### config.mk
export PLATFORM = sky130hd
export DESIGN_NAME = bcd_digit_source_flat
export DESIGN_NICKNAME = d
export VERILOG_FILES = /design/src/rtl/bcd_digit_source_if.sv /design/src/rtl/bcd_digit_source.sv /design/src/flat_wrapper.sv
export SDC_FILE = /design/constraint.sdc
export NUM_CORES = 1
export LEC_CHECK = 0
export BUFFER_PORTS_ARGS = -buffer_cell sky130_fd_sc_hd__buf_2
export CAP_MARGIN = 10
export CELL_PAD_IN_SITES_DETAIL_PLACEMENT = 0
export CELL_PAD_IN_SITES_GLOBAL_PLACEMENT = 1
export CORE_UTILIZATION = 47
export CTS_CLUSTER_SIZE = 14
export DETAILED_ROUTE_END_ITERATION = 10
export PLACE_DENSITY_LB_ADDON = 0.1
export REMOVE_ABC_BUFFERS = 1
export SLEW_MARGIN = 20
export SYNTH_ARGS = -nofsm -noshare
export SYNTH_HDL_FRONTEND = slang
export SYNTH_SLANG_ARGS = --single-unit
### constraint.sdc
create_clock -name clk -period 2 [get_ports clk]
set_clock_uncertainty 0.05 [all_clocks]
set_input_delay 0.1 -clock clk [delete_from_list [all_inputs] [get_ports clk]]
set_output_delay 0.1 -clock clk [all_outputs]
set_load 0.05 [all_outputs]
### src/rtl/bcd_digit_source_if.sv
// Bundle between a frame-synchronised BCD digit source and its pixel-side consumer.
// The master drives the frame strobe, sampled value and digit index; the slave returns digits and status.
interface bcd_digit_source_if #(
    parameter int BIN_W = 16
);
    logic             vsync;
    logic [BIN_W-1:0] value;
    logic [2:0]       digit_sel;
    logic [3:0]       digit;
    logic             busy;
    logic             done;
    logic             ovf;

    modport master (
        output vsync, value, digit_sel,
        input  digit, busy, done, ovf
    );

    modport slave (
        input  vsync, value, digit_sel,
        output digit, busy, done, ovf
    );
endinterface

### src/rtl/bcd_digit_source.sv
// Samples a binary value at each vsync falling edge and converts it serially with shift-add-3.
// The display register is replaced in a single cycle, and digits are read out through a combinational port.
module bcd_digit_source #(
    parameter int BIN_W  = 16,
    parameter int DIGITS = 5,
    parameter int LZB    = 1
) (
    input  logic               clk,
    input  logic               rst_n,
    bcd_digit_source_if.slave  bus
);
    localparam int BCD_W = 4 * DIGITS;
    localparam int CNT_W = (BIN_W > 1) ? $clog2(BIN_W) : 1;
    localparam logic [CNT_W-1:0] LAST_CNT = CNT_W'(BIN_W - 1);

    typedef enum logic [1:0] {IDLE, CONV, DONE} state_t;

    state_t             state_reg, state_next;
    logic               prev_vsync_reg;
    logic [BIN_W-1:0]   bin_reg, bin_next;
    logic [BCD_W-1:0]   bcd_reg, bcd_next;
    logic [CNT_W-1:0]   count_reg, count_next;
    logic               ovf_work_reg, ovf_work_next;
    logic [BCD_W-1:0]   display_reg, display_next;
    logic               ovf_reg, ovf_next;
    logic               busy_reg, busy_next;
    logic               done_reg, done_next;

    logic               fall;
    logic [BCD_W-1:0]   bcd_adj;
    logic               top_carry;
    logic [DIGITS-1:0]  upper_nz;
    logic [3:0]         digit_w;

    assign fall = prev_vsync_reg & ~bus.vsync;

    // Add-3 is applied to every nibble before the shift; nibbles stay independent.
    for (genvar gi = 0; gi < DIGITS; gi++) begin : g_adj
        assign bcd_adj[gi*4 +: 4] = (bcd_reg[gi*4 +: 4] >= 4'd5) ?
                                    bcd_reg[gi*4 +: 4] + 4'd3 : bcd_reg[gi*4 +: 4];
    end

    assign top_carry = (bcd_reg[BCD_W-1 -: 4] >= 4'd13);

    // upper_nz[i] is set when digit i or any more significant digit is non-zero.
    for (genvar gi = 0; gi < DIGITS; gi++) begin : g_nz
        if (gi == DIGITS - 1) begin : g_top
            assign upper_nz[gi] = |display_reg[gi*4 +: 4];
        end else begin : g_rest
            assign upper_nz[gi] = (|display_reg[gi*4 +: 4]) | upper_nz[gi+1];
        end
    end

    always_ff @(posedge clk or negedge rst_n) begin
        if (!rst_n) begin
            state_reg      <= IDLE;
            prev_vsync_reg <= 1'b1;
            bin_reg        <= '0;
            bcd_reg        <= '0;
            count_reg      <= '0;
            ovf_work_reg   <= 1'b0;
            display_reg    <= '0;
            ovf_reg        <= 1'b0;
            busy_reg       <= 1'b0;
            done_reg       <= 1'b0;
        end else begin
            state_reg      <= state_next;
            prev_vsync_reg <= bus.vsync;
            bin_reg        <= bin_next;
            bcd_reg        <= bcd_next;
            count_reg      <= count_next;
            ovf_work_reg   <= ovf_work_next;
            display_reg    <= display_next;
            ovf_reg        <= ovf_next;
            busy_reg       <= busy_next;
            done_reg       <= done_next;
        end
    end

    always_comb begin
        state_next    = state_reg;
        bin_next      = bin_reg;
        bcd_next      = bcd_reg;
        count_next    = count_reg;
        ovf_work_next = ovf_work_reg;
        display_next  = display_reg;
        ovf_next      = ovf_reg;
        busy_next     = busy_reg;
        done_next     = 1'b0;
        case (state_reg)
            IDLE: begin
                if (fall) begin
                    state_next    = CONV;
                    bin_next      = bus.value;
                    bcd_next      = '0;
                    count_next    = '0;
                    ovf_work_next = 1'b0;
                    busy_next     = 1'b1;
                end
            end
            CONV: begin
                bcd_next   = {bcd_adj[BCD_W-2:0], bin_reg[BIN_W-1]};
                bin_next   = bin_reg << 1;
                count_next = count_reg + CNT_W'(1);
                // Anything leaving the top nibble is a digit we cannot hold.
                if (bcd_adj[BCD_W-1] || top_carry) begin
                    ovf_work_next = 1'b1;
                end
                if (count_reg == LAST_CNT) begin
                    state_next = DONE;
                    busy_next  = 1'b0;
                end
            end
            DONE: begin
                display_next = bcd_reg;
                ovf_next     = ovf_work_reg;
                done_next    = 1'b1;
                state_next   = IDLE;
            end
            default: state_next = IDLE;
        endcase
    end

    always_comb begin
        digit_w = 4'hF;
        for (int i = 0; i < DIGITS; i++) begin
            if (bus.digit_sel == 3'(i)) begin
                if (LZB != 0 && i > 0 && !upper_nz[i]) begin
                    digit_w = 4'hF;
                end else begin
                    digit_w = display_reg[i*4 +: 4];
                end
            end
        end
    end

    assign bus.digit = digit_w;
    assign bus.busy  = busy_reg;
    assign bus.done  = done_reg;
    assign bus.ovf   = ovf_reg;
endmodule

### src/flat_wrapper.sv
// flat-port wrapper written by rule: the top's interface ports become plain ports
module bcd_digit_source_flat 
#(
    parameter int BIN_W  = 16,
    parameter int DIGITS = 5,
    parameter int LZB    = 1
)
  (clk, rst_n, bus_vsync, bus_value, bus_digit_sel, bus_digit, bus_busy, bus_done, bus_ovf);
  bcd_digit_source_if #(.BIN_W(BIN_W)) bus_i ();
  input  logic clk;
  input  logic rst_n;
  input wire logic [$bits(bus_i.vsync)-1:0] bus_vsync;
  input wire logic [$bits(bus_i.value)-1:0] bus_value;
  input wire logic [$bits(bus_i.digit_sel)-1:0] bus_digit_sel;
  output wire logic [$bits(bus_i.digit)-1:0] bus_digit;
  output wire logic [$bits(bus_i.busy)-1:0] bus_busy;
  output wire logic [$bits(bus_i.done)-1:0] bus_done;
  output wire logic [$bits(bus_i.ovf)-1:0] bus_ovf;
  assign bus_i.vsync = bus_vsync;
  assign bus_i.value = bus_value;
  assign bus_i.digit_sel = bus_digit_sel;
  assign bus_digit = bus_i.digit;
  assign bus_busy = bus_i.busy;
  assign bus_done = bus_i.done;
  assign bus_ovf = bus_i.ovf;
  bcd_digit_source #(.BIN_W(BIN_W), .DIGITS(DIGITS), .LZB(LZB)) u_core (.clk(clk), .rst_n(rst_n), .bus(bus_i));
endmodule
; Word-level counts from Yosys, hierarchy flattened
; Index checks and enable logic that the tools add are counted.
; Widths: inputs -> output; s select.
[classes]
eq_ne = 10
multipliers = 0
reduce_logical = 12
n_bitwise = 5
n_div = 0
addsub = 6
n_shift = 0
mux = 30
n_lt_le_gt_ge = 6
[ops]
columns = cell, n
row1 = $mux 4, 15
row2 = $pmux 20 s2, 1
row3 = $pmux 16 s2, 1
row4 = $add 4x2->4 const B, 5
row5 = $ge 4x3->1 const B, 5
row6 = $mux 20, 1
row7 = $mux 16, 1
row8 = $reduce_or 4->1, 4
row9 = $pmux 4 s2, 1
row10 = $eq 3x2->1 const B, 2
row11 = $ne 2x1->1 const B, 3
row12 = $reduce_and 3->1, 2
row13 = $mux 1, 5
row14 = $add 4x1->4 const B, 1
row15 = $eq 4x4->1 const B, 1
row16 = $ge 4x4->1 const B, 1
row17 = $mux 2, 2
row18 = $pmux 1 s2, 2
row19 = $pmux 2 s2, 1
row20 = $reduce_and 2->1, 2
row21 = $eq 3x1->1 const B, 1
row22 = $eq 3x3->1 const B, 1
row23 = $logic_not 3->1, 1
row24 = $or 1x1->1, 3
row25 = other kinds (7), 7
[word_totals]
input_bits = 22
memories = 0
regBits = 67
latch_bits = 0
romBits = 0
ram_bits = 0
wordCells = 79

; Depth between registers and ports, before layout
; Gate-level depths: netlist (run 1).
[depth]
depth_word = 9
ltp_mapped = 7
depth_no_buf = 6

; Worst setup path before layout (run 1)
; OpenSTA, ideal clock, no wires.
[synth_path]
kind = register to output
from = register u_core.display_reg[17]
to = output port bus_digit[2]
n_path_buf = 0
stages_incl_launch_ff = 5
t_required_ns = 1.850
path_slack_ns = -0.739
arrival_ns = 2.589
cell_sequence = dfrtp_1 -> or4_4 -> nor4b_4 -> a311oi_1 -> o31ai_1
[synth_between]
elab_chain_cells = 9
word_cells_on_any_way = 12
[synth_rtl]
columns = element, line
row1 = from (decl), bcd_digit_source.sv:24  ; logic [BCD_W-1:0] display_reg, display_next;
row2 = from (signal assigned), bcd_digit_source.sv:73  ; display_reg <= display_next;
row3 = $reduce_or 4->1 *, bcd_digit_source.sv:48  ; assign upper_nz[gi] = |display_reg[gi*4 +: 4];
row4 = $or 1x1->1 (3 in a row), bcd_digit_source.sv:50  ; assign upper_nz[gi] = (|display_reg[gi*4 +: 4]) | upper_nz[gi+1];
row5 = $mux 4, bcd_digit_source.sv:128  ; if (LZB != 0 && i > 0 && !upper_nz[i]) begin
row6 = $mux 4 (3 in a row), bcd_digit_source.sv:127  ; if (bus.digit_sel == 3'(i)) begin
row7 = $mux 4 *, bcd_digit_source.sv:127
row8 = to (decl), flat_wrapper.sv:15  ; output wire logic [$bits(bus_i.digit)-1:0] bus_digit;
; Every way passes the cells marked *; elsewhere a longest branch is shown, timed or not.

; Final worst setup path (run 1)
[layout_path]
from = register u_core.display_reg[14]
to = output port bus_digit[1]
[layout_between]
elab_chain_cells = 9
word_cells_on_any_way = 11
[layout_rtl]
columns = element, line
row1 = $reduce_or 4->1 *, bcd_digit_source.sv:50
row2 = $or 1x1->1 *, bcd_digit_source.sv:50
row3 = $or 1x1->1 (2 in a row), bcd_digit_source.sv:50
row4 = $mux 4, bcd_digit_source.sv:128
row5 = $mux 4 (2 in a row), bcd_digit_source.sv:127
row6 = $mux 4 * (2 in a row), bcd_digit_source.sv:127
; Marked as above.

==> results.txt, run 1 <==
Outcome - finished with violations
Failing checks - negative setup slack
CP required - 1.85 ns
Post-synth ARST share - 100%
Post-synthesis sequential area ratio - 50.5%
Worst R2R Path Depth - 6
Clock transition at the registers of the reported paths - 0.07 ns
Int Power - 4.05 mW
Root buf cell - clkbuf_8
Final period utilization - 120%
DR WL met3 - 129 um
Number of synthesized flops with an enable pin - 0
PwrDens - 1620 mW/mm^2
Vias in the first global route - 2498
Aggregate global-route resource usage - 20.9%
Number of diodes - 0
H-tree Lvls - 3
Slew Limit Fails - 0
IO buf count - 28
Placer Congestion - 0.813
Fraction of layout cells with a size suffix above 1 - 25.9%
Worst rel slew slack - 53.7%
R2R Path End - u_core.bcd_reg[6]
First-pass GRT wire length - 11900 um
Final nets - 424
Synth cell count leaders - dfrtp_1 (66), nand2_1 (41), nor2_1 (28), mux2_2 (23), o21ai_0 (17)
WL/cell - 14.3 um
Non-filler instance count after layout - 490
CP Data Arrival Time - 2.26 ns
Die height - 86.1 um
Static leakage - 1.94 nW
Core region area - 0.00683 mm^2
Largest area contributor in the netlist - dfrtp_1
RSZ-0062 raised after global routing - true
CTS max path bufs - 2
Clock power share - 14.4%
Achievable Freq - 416 MHz
Post-Syn Area per Cell - 10.2 um^2
Drt pass-1 iters - 4
WHS Path Cells - 3
Hold Violations, Final - 0
Met1 WL - 3470 um
Syn Std Cell Area - 0.00333 mm^2
Synthesis-stage register bit count - 67
Top post-synthesis cells by area - dfrtp_1 (50%), mux2_2 (7.8%), nand2_1 (4.6%), ha_1 (4.1%), nor2_1 (3.2%)
Net load switching power - 2.70 mW
Worst min path class - input port to flop
Largest net degree at the start of global routing - 37
Gr ovfl total - 0
Die area - 0.00742 mm^2
Final worst slack - -0.406 ns
Worst slew pin tran - 0.694 ns
Switching Fraction - 39.9%
Finish-stage setup viols - 4
Power, Total - 6.75 mW
Reg power frac - 34.2%
Num rows - 30
Initial antenna violation count - 0
Crit end category - output pin
Synth cell types - 42
Worst setup SP type - flop
Vias - 2619
CTS tree - built
Critical path peak fanout - 3
Critical path class - flop to output pin
Count leader, synth - dfrtp_1
Vias per inst - 5.34
Hold Path Origin - bus_value[0]
Top-area cell type share of the netlist area - 49.7%
IO Count - 29
Number of buffers created by CTS - 9
Final Critical Period - 2.41 ns
R2r setup slk - 0.28 ns
DR iter-0 viols - 119
Worst VDD drop - 0.691 mV
Reg2reg start - u_core.bcd_reg[4]
Worst Hold End - u_core.bin_reg[0]
Worst-skew pair later-pin latency - 0.33 ns
Ys flop type - dfrtp_1
Combinational share of power - 51.4%
Clock sink count - 67
DR WL met2 - 3340 um
Post-DRT Antenna Nets - 0
Starting Density - 48.7%
Placed insts - 456
Final WL - 7000 um
Residual DRC count - 0
Post-Synthesis Cells - 327
Highest Signal Layer - met4
Layout area overhead - 25.0%
Chip Width - 86.1 um
Max Cap Viol - 0
Detail Placement HPWL - 4670 um
Warnings from Yosys - 0
what timing repair did:
action | CTS | global route
buffers inserted | 0 | 3
hold endpoints to repair | 41 | 0
pin swaps | 5 | 4
resized for setup | 6 | 10
endpoints found under the setup margin | 4 | 4
hold buffers | 17 | 0
cloned | 0 | 0
layer usage:
| metal | vias to the layer above | track usage [%] |
|---|---|---|
| met5 | - | 0 |
| met4 | 0 | 10.2 |
| met3 | 4 | 2.98 |
| met2 | 37 | 32.3 |
| met1 | 1263 | 28.8 |
| li1 | 1315 | - |
how the worst max path moves through the flow:
stage                            from            endpoint  cells past startpoint
3_5_place_dp   u_core.display_reg[12]        bus_digit[2]                      5
4_1_cts        u_core.display_reg[12]        bus_digit[2]                      5
5_1_grt        u_core.display_reg[14]        bus_digit[2]                      5
2_1_floorplan   u_core.prev_vsync_reg  u_core.bcd_reg[11]                      4
3_3_place_gp   u_core.display_reg[17]        bus_digit[2]                      5
6_report       u_core.display_reg[14]        bus_digit[1]                      6
layout make-up:
class | instances | area (um^2)
Inverter | 14 | 52.6
Clock inverter | 3 | 15.0
Sequential cell | 67 | 1680
Fill cell | 605 | 2670
Clock buffer | 11 | 151
Timing Repair Buffer | 69 | 546
Multi-Input combinational cell | 230 | 1600
Tap cell | 96 | 120
cell usage in the layout (no fill, tap or decap), types with 3 or more instances in the layout:
cell type,count
a311oi_1,3
o31ai_1,6
o22ai_1,9
buf_2,24
nor3_1,3
xnor2_1,5
dlygate4sd3_1,17
clkinv_2,3
a22o_1,3
o21ai_0,17
a31oi_1,16
mux2_2,23
nand2b_1,7
ha_1,11
xor2_1,3
o21ai_1,5
a21oi_1,10
nand2_1,41
dfrtp_1,66
buf_12,3
buf_4,23
a32o_1,5
inv_1,13
o32ai_1,3
clkbuf_8,11
o221ai_1,5
nor2_1,28
stage by stage:
stage                     setup slack [ns]  setup TNS, ns  utilization [%]  cell area [um^2]  hold slack [ns]
after floorplan                     -0.904         -24.48                -              3260           -0.246
after CTS                           -0.351          -1.29             59.7              4080           0.0555
after global placement             -0.0408        -0.0408             54.6              3730            0.137
after global routing                -0.476          -1.64             60.9              4160           0.0925
final                               -0.406          -1.19             60.9              4160           0.0526
after detailed placement           -0.0571        -0.0771             54.6              3730            0.146
critical path, cell delays in order, from the launching register on:
cell and delay [ns]:
dfrtp_1 0.38, or4_4 0.56, nor4b_4 0.32, buf_4 0.17
a211oi_2 0.06, o221ai_1 0.21, buf_4 0.24
power groups by stage:
stage | registers, mW | clock network (mW) | logic [mW]
after floorplan | 2.25 | 0 | 2.29
after global placement | 2.30 | 0 | 3.12
after detailed placement | 2.32 | 0 | 3.18
after CTS | 2.30 | 0.996 | 3.26
after global routing | 2.39 | 1.05 | 3.88
final | 2.31 | 0.970 | 3.47
kinds of logic after synthesis:
group           count (synthesis)  synth area share (%)
mux                            25                  8.39
compound gates                 91                  17.9
flops                          67                  50.5
simple gates                   95                  13.5
fa+ha+maj                      11                  4.14
xor+xnor                        8                  2.11
buf+inv                        30                  3.50
Note: power is estimated with default switching activity, not from simulation.
==> run 2, diff against run 1 <==
--- a/config.mk
+++ b/config.mk
@@ -5,11 +5,12 @@
 export SDC_FILE = /design/constraint.sdc
 export NUM_CORES = 1
 export LEC_CHECK = 0
+export ABC_AREA = 1
 export BUFFER_PORTS_ARGS = -buffer_cell sky130_fd_sc_hd__buf_2
 export CAP_MARGIN = 10
 export CELL_PAD_IN_SITES_DETAIL_PLACEMENT = 0
 export CELL_PAD_IN_SITES_GLOBAL_PLACEMENT = 1
-export CORE_UTILIZATION = 47
+export CORE_UTILIZATION = 45
 export CTS_CLUSTER_SIZE = 14
 export DETAILED_ROUTE_END_ITERATION = 10
 export PLACE_DENSITY_LB_ADDON = 0.1
==> run 2 against run 1 <==
Effect of this change:
- the flow now finishes without violations
- final cell count rose by 17%
- clock power rose by 4%
- fmax rose by 25%
- combinational power fell by 11%
- worst hold slack improved by 0.20 ns
- non-clock buffer count fell by 15
- via count rose by 8.4%
- routed wire length fell by 3.2%
- critical path type unchanged
- largest power group unchanged
==> results.txt, run 2 <==
Synth cell count leaders - nand2_1 (74), dfrtp_1 (66), o21ai_0 (66), inv_1 (59), nor2_1 (48)
Reg power frac - 36.4% (+2.2 points)
Clock sink count - 67 (unchanged)
Drt pass-1 iters - 4 (unchanged)
Int Power - 3.60 mW (-11%)
Worst slew pin tran - 0.766 ns (+0.0717 ns)
Post-DRT Antenna Nets - 0 (unchanged)
Critical path class - flop to output pin
Root buf cell - clkbuf_8
IO Count - 29 (unchanged)
Die area - 0.00803 mm^2 (+8.2%)
Fraction of layout cells with a size suffix above 1 - 13.9% (-12 points)
Residual DRC count - 0 (unchanged)
Aggregate global-route resource usage - 20.0% (-0.83 points)
IO buf count - 28 (unchanged)
Vias in the first global route - 2718 (+8.8%)
Initial antenna violation count - 0 (unchanged)
Slew Limit Fails - 0 (unchanged)
Number of synthesized flops with an enable pin - 0 (unchanged)
Worst VDD drop - 0.642 mV (-7.2%)
Top post-synthesis cells by area - dfrtp_1 (48%), o21ai_0 (9.6%), nand2_1 (8.0%), inv_1 (6.4%), nor2_1 (5.2%)
CTS tree - built
Crit end category - output pin
Final Critical Period - 1.93 ns (-0.475 ns)
WL/cell - 11.8 um (-17%)
Critical path peak fanout - 6 (+3)
Final period utilization - 96.6% (-24 points)
Post-Syn Area per Cell - 8.24 um^2 (-19%)
Fillcell total - 705 (+17%)
Worst Hold Slack - 0.253 ns (+0.201 ns)
Detail Placement HPWL - 4390 um (-6.0%)
Combinational share of power - 48.0% (-3.4 points)
CP max stage delay - 0.41 ns (-0.15 ns)
Synth cell types - 29 (-31%)
Worst min path class - input port to asynchronous set/reset pin
CTS max path bufs - 2 (unchanged)
Final WL - 6780 um (-3.2%)
Design Area, Final - 0.00408 mm^2 (-1.8%)
Max Cap Viol - 0 (unchanged)
Worst-skew pair later-pin latency - 0.33 ns (about the same)
Crit-path cells - nor2_2, nand2_2, nor2_4, nand2_2, nand2_1, nand2_1, nor2_1, nor2_1, nor2_1, buf_6
H-tree Lvls - 3 (unchanged)
Chip Width - 89.6 um (+4.0%)
Top-area cell type share of the netlist area - 47.8% (-1.8 points)
Worst rel slew slack - 48.9% (-4.8 points)
Slowest CP cell - dfrtp_1
Setup TNS - 0 ns (+1.19 ns)
Warnings from Yosys - 0 (unchanged)
CP required - 1.85 ns (about the same)
Layout area overhead - 18.2%
Placement Cell Area - 0.00367 mm^2 (-1.5%)
DR iter-0 viols - 107 (-10%)
Placer Congestion - 0.825 (+1.5%)
Clock transition at the registers of the reported paths - 0.07 ns (about the same)
Net load switching power - 2.83 mW (+5.0%)
Post-synthesis sequential area ratio - 48.6% (-1.8 points)
Capture point of the worst path - bus_digit[0]
Finish-stage setup viols - 0 (-4)
Static leakage - 1.97 nW (+1.7%)
Die height - 89.6 um (+4.0%)
Commonest non-fill, non-tap cell in the layout - nand2_1
Synthesis-stage register bit count - 67 (unchanged)
Largest area contributor in the netlist - dfrtp_1
Core region area - 0.00733 mm^2 (+7.3%)
Number of buffers created by CTS - 9 (unchanged)
Switching Fraction - 44.0% (+4.1 points)
PwrDens - 1570 mW/mm^2 (-3.0%)
Outcome - finished, final reports clean
CP dominant cell by count - nor2_1
R2r setup slk - 0.44 ns (+0.16 ns)
Gr ovfl total - 0 (unchanged)
RSZ-0062 raised after global routing - true
Count leader, synth - nand2_1
Critical Path Source - u_core.display_reg[19]
Post-Synthesis Cells - 419 (+28%)
Clock power share - 15.7% (+1.3 points)
Post-synth ARST share - 100% (unchanged)
Num rows - 31 (+3.3%)
Worst setup SP type - flop
Ys flop type - dfrtp_1
Fin util - 55.7% (-5.2 points)
Hold Violations, Final - 0 (unchanged)
Highest-count cells in the layout ignoring fill and taps - nand2_1 (74), o21ai_0 (66), dfrtp_1 (66), inv_1 (59), nor2_1 (47)
Vias - 2840 (+8.4%)
R2R Path End - u_core.bin_reg[9]
Syn Std Cell Area - 0.00345 mm^2 (+3.8%)
Vias per inst - 4.96 (-7.3%)
Reg2reg start - u_core.prev_vsync_reg
Starting Density - 47.1% (-1.6 points)
CP Data Arrival Time - 1.78 ns (-0.48 ns)
Achievable Freq - 518 MHz (+25%)
Largest net degree at the start of global routing - 68 (+84%)
Number of diodes - 0 (unchanged)
Worst R2R Path Depth - 7 (+1)
First-pass GRT wire length - 12100 um (+1.4%)
Final nets - 502 (+18%)
run 2: stage by stage:
step | std cells | power (mW) | setup WS, ns
after detailed placement | 535 | 5.33 | 0.357
final | 573 | 6.43 | 0.0686
after global routing | 573 | 7.13 | -0.123
after floorplan | 404 | 4.53 | 0.107
after CTS | 569 | 6.41 | 0.0224
after global placement | 535 | 5.28 | 0.380
run 2: kinds of logic after synthesis:
logic type | after synthesis | synth area share (%)
adders and majority gates | 11 | 3.99
DFF | 67 | 48.6
buffers and inverters | 75 | 9.50
xor gates and xnor gates | 5 | 1.27
AOI/OAI and AO/OA | 117 | 19.3
and+or+nand+nor | 144 | 17.4
run 2: repair_timing:
item	in CTS	in global routing
hold buffers	18	0
endpoints found under the hold margin	83	0
resized for setup	3	7
buffers inserted	0	4
endpoints found under the setup margin	3	4
cloned	0	0
pin swaps	0	3
run 2: worst max-delay path, delay by kind of cell, from the launching register on:
| family | cells | cell delay, ns |
|---|---|---|
| simple gates | 9 | 0.88 |
| flops | 1 | 0.41 |
| buf+inv | 1 | 0.18 |
run 2: area by class of cell:
cell class              count  area [um^2]  share of cell area, %
clock inverters             2         10.0                  0.245
inverters                  60          228                   5.58
flip-flops and latches     67         1680                   41.1
clock buffers              14          163                   3.99
repair buffers             54          423                   10.4
multi-input cells         277         1460                   35.7
well taps                  99          124                   3.03
run 2: per-layer routing:
metal / routed length (um) / up-vias / GRT usage [%]
met3: 200 / 4 / 4.11
li1: - / 1461 / -
met1: 3350 / 1327 / 25.7
met2: 3170 / 48 / 33.3
met5: 0 / - / 0
met4: 56 / 0 / 7.79
run 2: power by group through the flow:
stage          registers (mW)  logic, mW  clock network (mW)
2_1_floorplan            2.34       2.19                   0
3_3_place_gp             2.34       2.94                   0
6_report                 2.34       3.08                1.01
4_1_cts                  2.34       3.03                1.05
5_1_grt                  2.41       3.62                1.10
3_5_place_dp             2.36       2.97                   0
run 2: how the worst min path moves through the flow:
stage / slack, ns / depth (start not counted) / to / start
6_report: 0.25 / 3 / u_core.display_reg[2] / rst_n
4_1_cts: 0.28 / 3 / u_core.display_reg[2] / rst_n
3_5_place_dp: 0.1 / 2 / u_core.display_reg[2] / rst_n
2_1_floorplan: -0.25 / 0 / u_core.bcd_reg[0] / rst_n
5_1_grt: 0.28 / 3 / u_core.bus.done / rst_n
3_3_place_gp: 0.10 / 2 / u_core.bus.done / rst_n
==> run 3, diff against run 2 <==
--- a/config.mk
+++ b/config.mk
@@ -13,7 +13,7 @@
 export CORE_UTILIZATION = 45
 export CTS_CLUSTER_SIZE = 14
 export DETAILED_ROUTE_END_ITERATION = 10
-export PLACE_DENSITY_LB_ADDON = 0.1
+export PLACE_DENSITY = 0.91
 export REMOVE_ABC_BUFFERS = 1
 export SLEW_MARGIN = 20
 export SYNTH_ARGS = -nofsm -noshare
==> run 3 against run 2 <==
Effect of this change:
- final cell count unchanged
- register-to-register slack got worse by 0.05 ns
- critical path depth unchanged
- flip-flop and latch count unchanged
- non-clock buffer count increased by 3
- critical path type unchanged
- worst hold slack improved by 0.0027 ns
- routed wire length decreased by 0.40%
==> results.txt, run 3 (synthesized netlist as in run 2, its figures left out) <==
Critical path class - flop to output pin
DR iter-0 viols - 126 (+18%)
CP required - 1.85 ns (about the same)
Reg2reg start - u_core.bcd_reg[16]
H-tree Lvls - 3 (unchanged)
Aggregate global-route resource usage - 19.2% (-0.79 points)
Number of diodes - 0 (unchanged)
Power, Total - 6.42 mW (-0.16%)
Slew Limit Fails - 0 (unchanged)
Design Area, Final - 0.00408 mm^2 (about the same)
Gr ovfl total - 0 (unchanged)
CTS max path bufs - 2 (unchanged)
CP max stage delay - 0.41 ns (about the same)
CTS tree - built
Worst slew pin tran - 0.396 ns (-0.370 ns)
Crit end category - output pin
Placer Congestion - 0.866 (+4.9%)
Worst Hold Slack - 0.256 ns (+0.00270 ns)
Crit-path cells - nor2_2, nand2_2, nor2_4, nand3_2, nand2_1, nand2_1, nor2_1, nor2_1, nor2_1, buf_6
RSZ-0062 raised after global routing - true
Slowest CP cell - dfrtp_1
Chip Width - 89.6 um (unchanged)
Final nets - 505 (+0.60%)
Critical Path Source - u_core.display_reg[14]
Placed insts - 537 (+0.37%)
Final Critical Period - 1.97 ns (+0.0346 ns)
Drt pass-1 iters - 4 (unchanged)
Worst-skew pair later-pin latency - 0.34 ns (about the same)
Critical path peak fanout - 6 (unchanged)
Highest-count cells in the layout ignoring fill and taps - nand2_1 (72), o21ai_0 (66), dfrtp_1 (66), inv_1 (59), nor2_1 (46)
R2r setup slk - 0.39 ns (-0.05 ns)
Worst R2R Path Depth - 8 (+1)
Starting Density - 47.1% (unchanged)
IO Count - 29 (unchanged)
Fraction of layout cells with a size suffix above 1 - 14.1% (+0.21 points)
Detail Placement HPWL - 4460 um (+1.5%)
Non-filler instance count after layout - 573 (unchanged)
PwrDens - 1570 mW/mm^2 (-0.13%)
Max Cap Viol - 0 (unchanged)
Fin util - 55.7% (about the same)
Worst rel slew slack - 73.6% (+25 points)
Commonest non-fill, non-tap cell in the layout - nand2_1
Die area - 0.00803 mm^2 (unchanged)
Die height - 89.6 um (unchanged)
CP delay by family, top - simple AND/OR/NAND/NOR gates
R2R Path End - u_core.bcd_reg[17]
Worst min path class - input port to asynchronous set/reset pin
Layout area overhead - 18.2% (about the same)
Clock sink count - 67 (unchanged)
Vias - 2867 (+0.95%)
Achievable Freq - 509 MHz (-1.8%)
Placement Cell Area - 0.00369 mm^2 (+0.41%)
Clock transition at the registers of the reported paths - 0.07 ns (about the same)
Num rows - 31 (unchanged)
Finish-stage setup viols - 0 (unchanged)
Setup TNS - 0 ns (unchanged)
Number of buffers created by CTS - 9 (unchanged)
Root buf cell - clkbuf_8
Largest net degree at the start of global routing - 68 (unchanged)
Hold Violations, Final - 0 (unchanged)
Post-DRT Antenna Nets - 0 (unchanged)
Residual DRC count - 0 (unchanged)
WL/cell - 11.8 um (-0.40%)
CP Data Arrival Time - 1.82 ns (+0.04 ns)
Outcome - finished, final reports clean
Vias per inst - 5.00 (+0.95%)
Core region area - 0.00733 mm^2 (unchanged)
Initial antenna violation count - 0 (unchanged)
Setup WS pre-CTS - 0.361 ns (+0.00416 ns)
Worst setup SP type - flop
IO buf count - 28 (unchanged)
First-pass GRT wire length - 11600 um (-4.3%)
Vias in the first global route - 2640 (-2.9%)
Buffers & Inverters on Critical Path - 1 (unchanged)
CP dominant cell by count - nor2_1
Final worst slack - 0.0340 ns (-0.0346 ns)
Worst VDD drop - 1.05 mV (+63%)
Final WL - 6750 um (-0.40%)
Static leakage - 1.97 nW (about the same)
Final period utilization - 98.3% (+1.7 points)
## run 3: tightest hold or removal path, cell delays in order
cell,delay (ns)
dlygate4sd3_1,0.52
buf_2,0.12
buf_12,0.30
## run 3: power by group
| part | switching [mW] | internal, mW |
|---|---|---|
| registers | 0.383 | 1.97 |
| logic | 2.01 | 1.15 |
| clock network | 0.447 | 0.465 |
## run 3: what timing repair did
item,4_1_cts,5_1_grt
endpoints found under the hold margin,83,0
buffers inserted,0,5
setup endpoints to repair,2,4
hold buffers,18,0
pin swaps,0,6
gates resized for setup,2,10
## run 3: final cells by class
type                       instances  area (um^2)
clock buffer                      13          149
fill                             675         3250
inverter                          60          228
timing repair buffer              57          445
multi-input combinational        277         1460
sequential                        67         1680
tap                               99          124
## run 3: routing by layer
metal / track usage, % / vias up / routed length, um
met2: 30.9 / 50 / 3140
met1: 24.8 / 1339 / 3300
met5: 0 / - / 0
met3: 4.84 / 10 / 203
met4: 8.37 / 0 / 110
li1: - / 1468 / -
## run 3: worst max-delay path by stage
stage,to,slack (ns),cells after the start
floorplan,bus_digit[1],0.11,7
global placement,bus_digit[0],0.41,10
detailed placement,bus_digit[2],0.36,10
CTS,bus_digit[3],0.01,8
global route,bus_digit[2],-0.11,10
finish,bus_digit[0],0.03,10
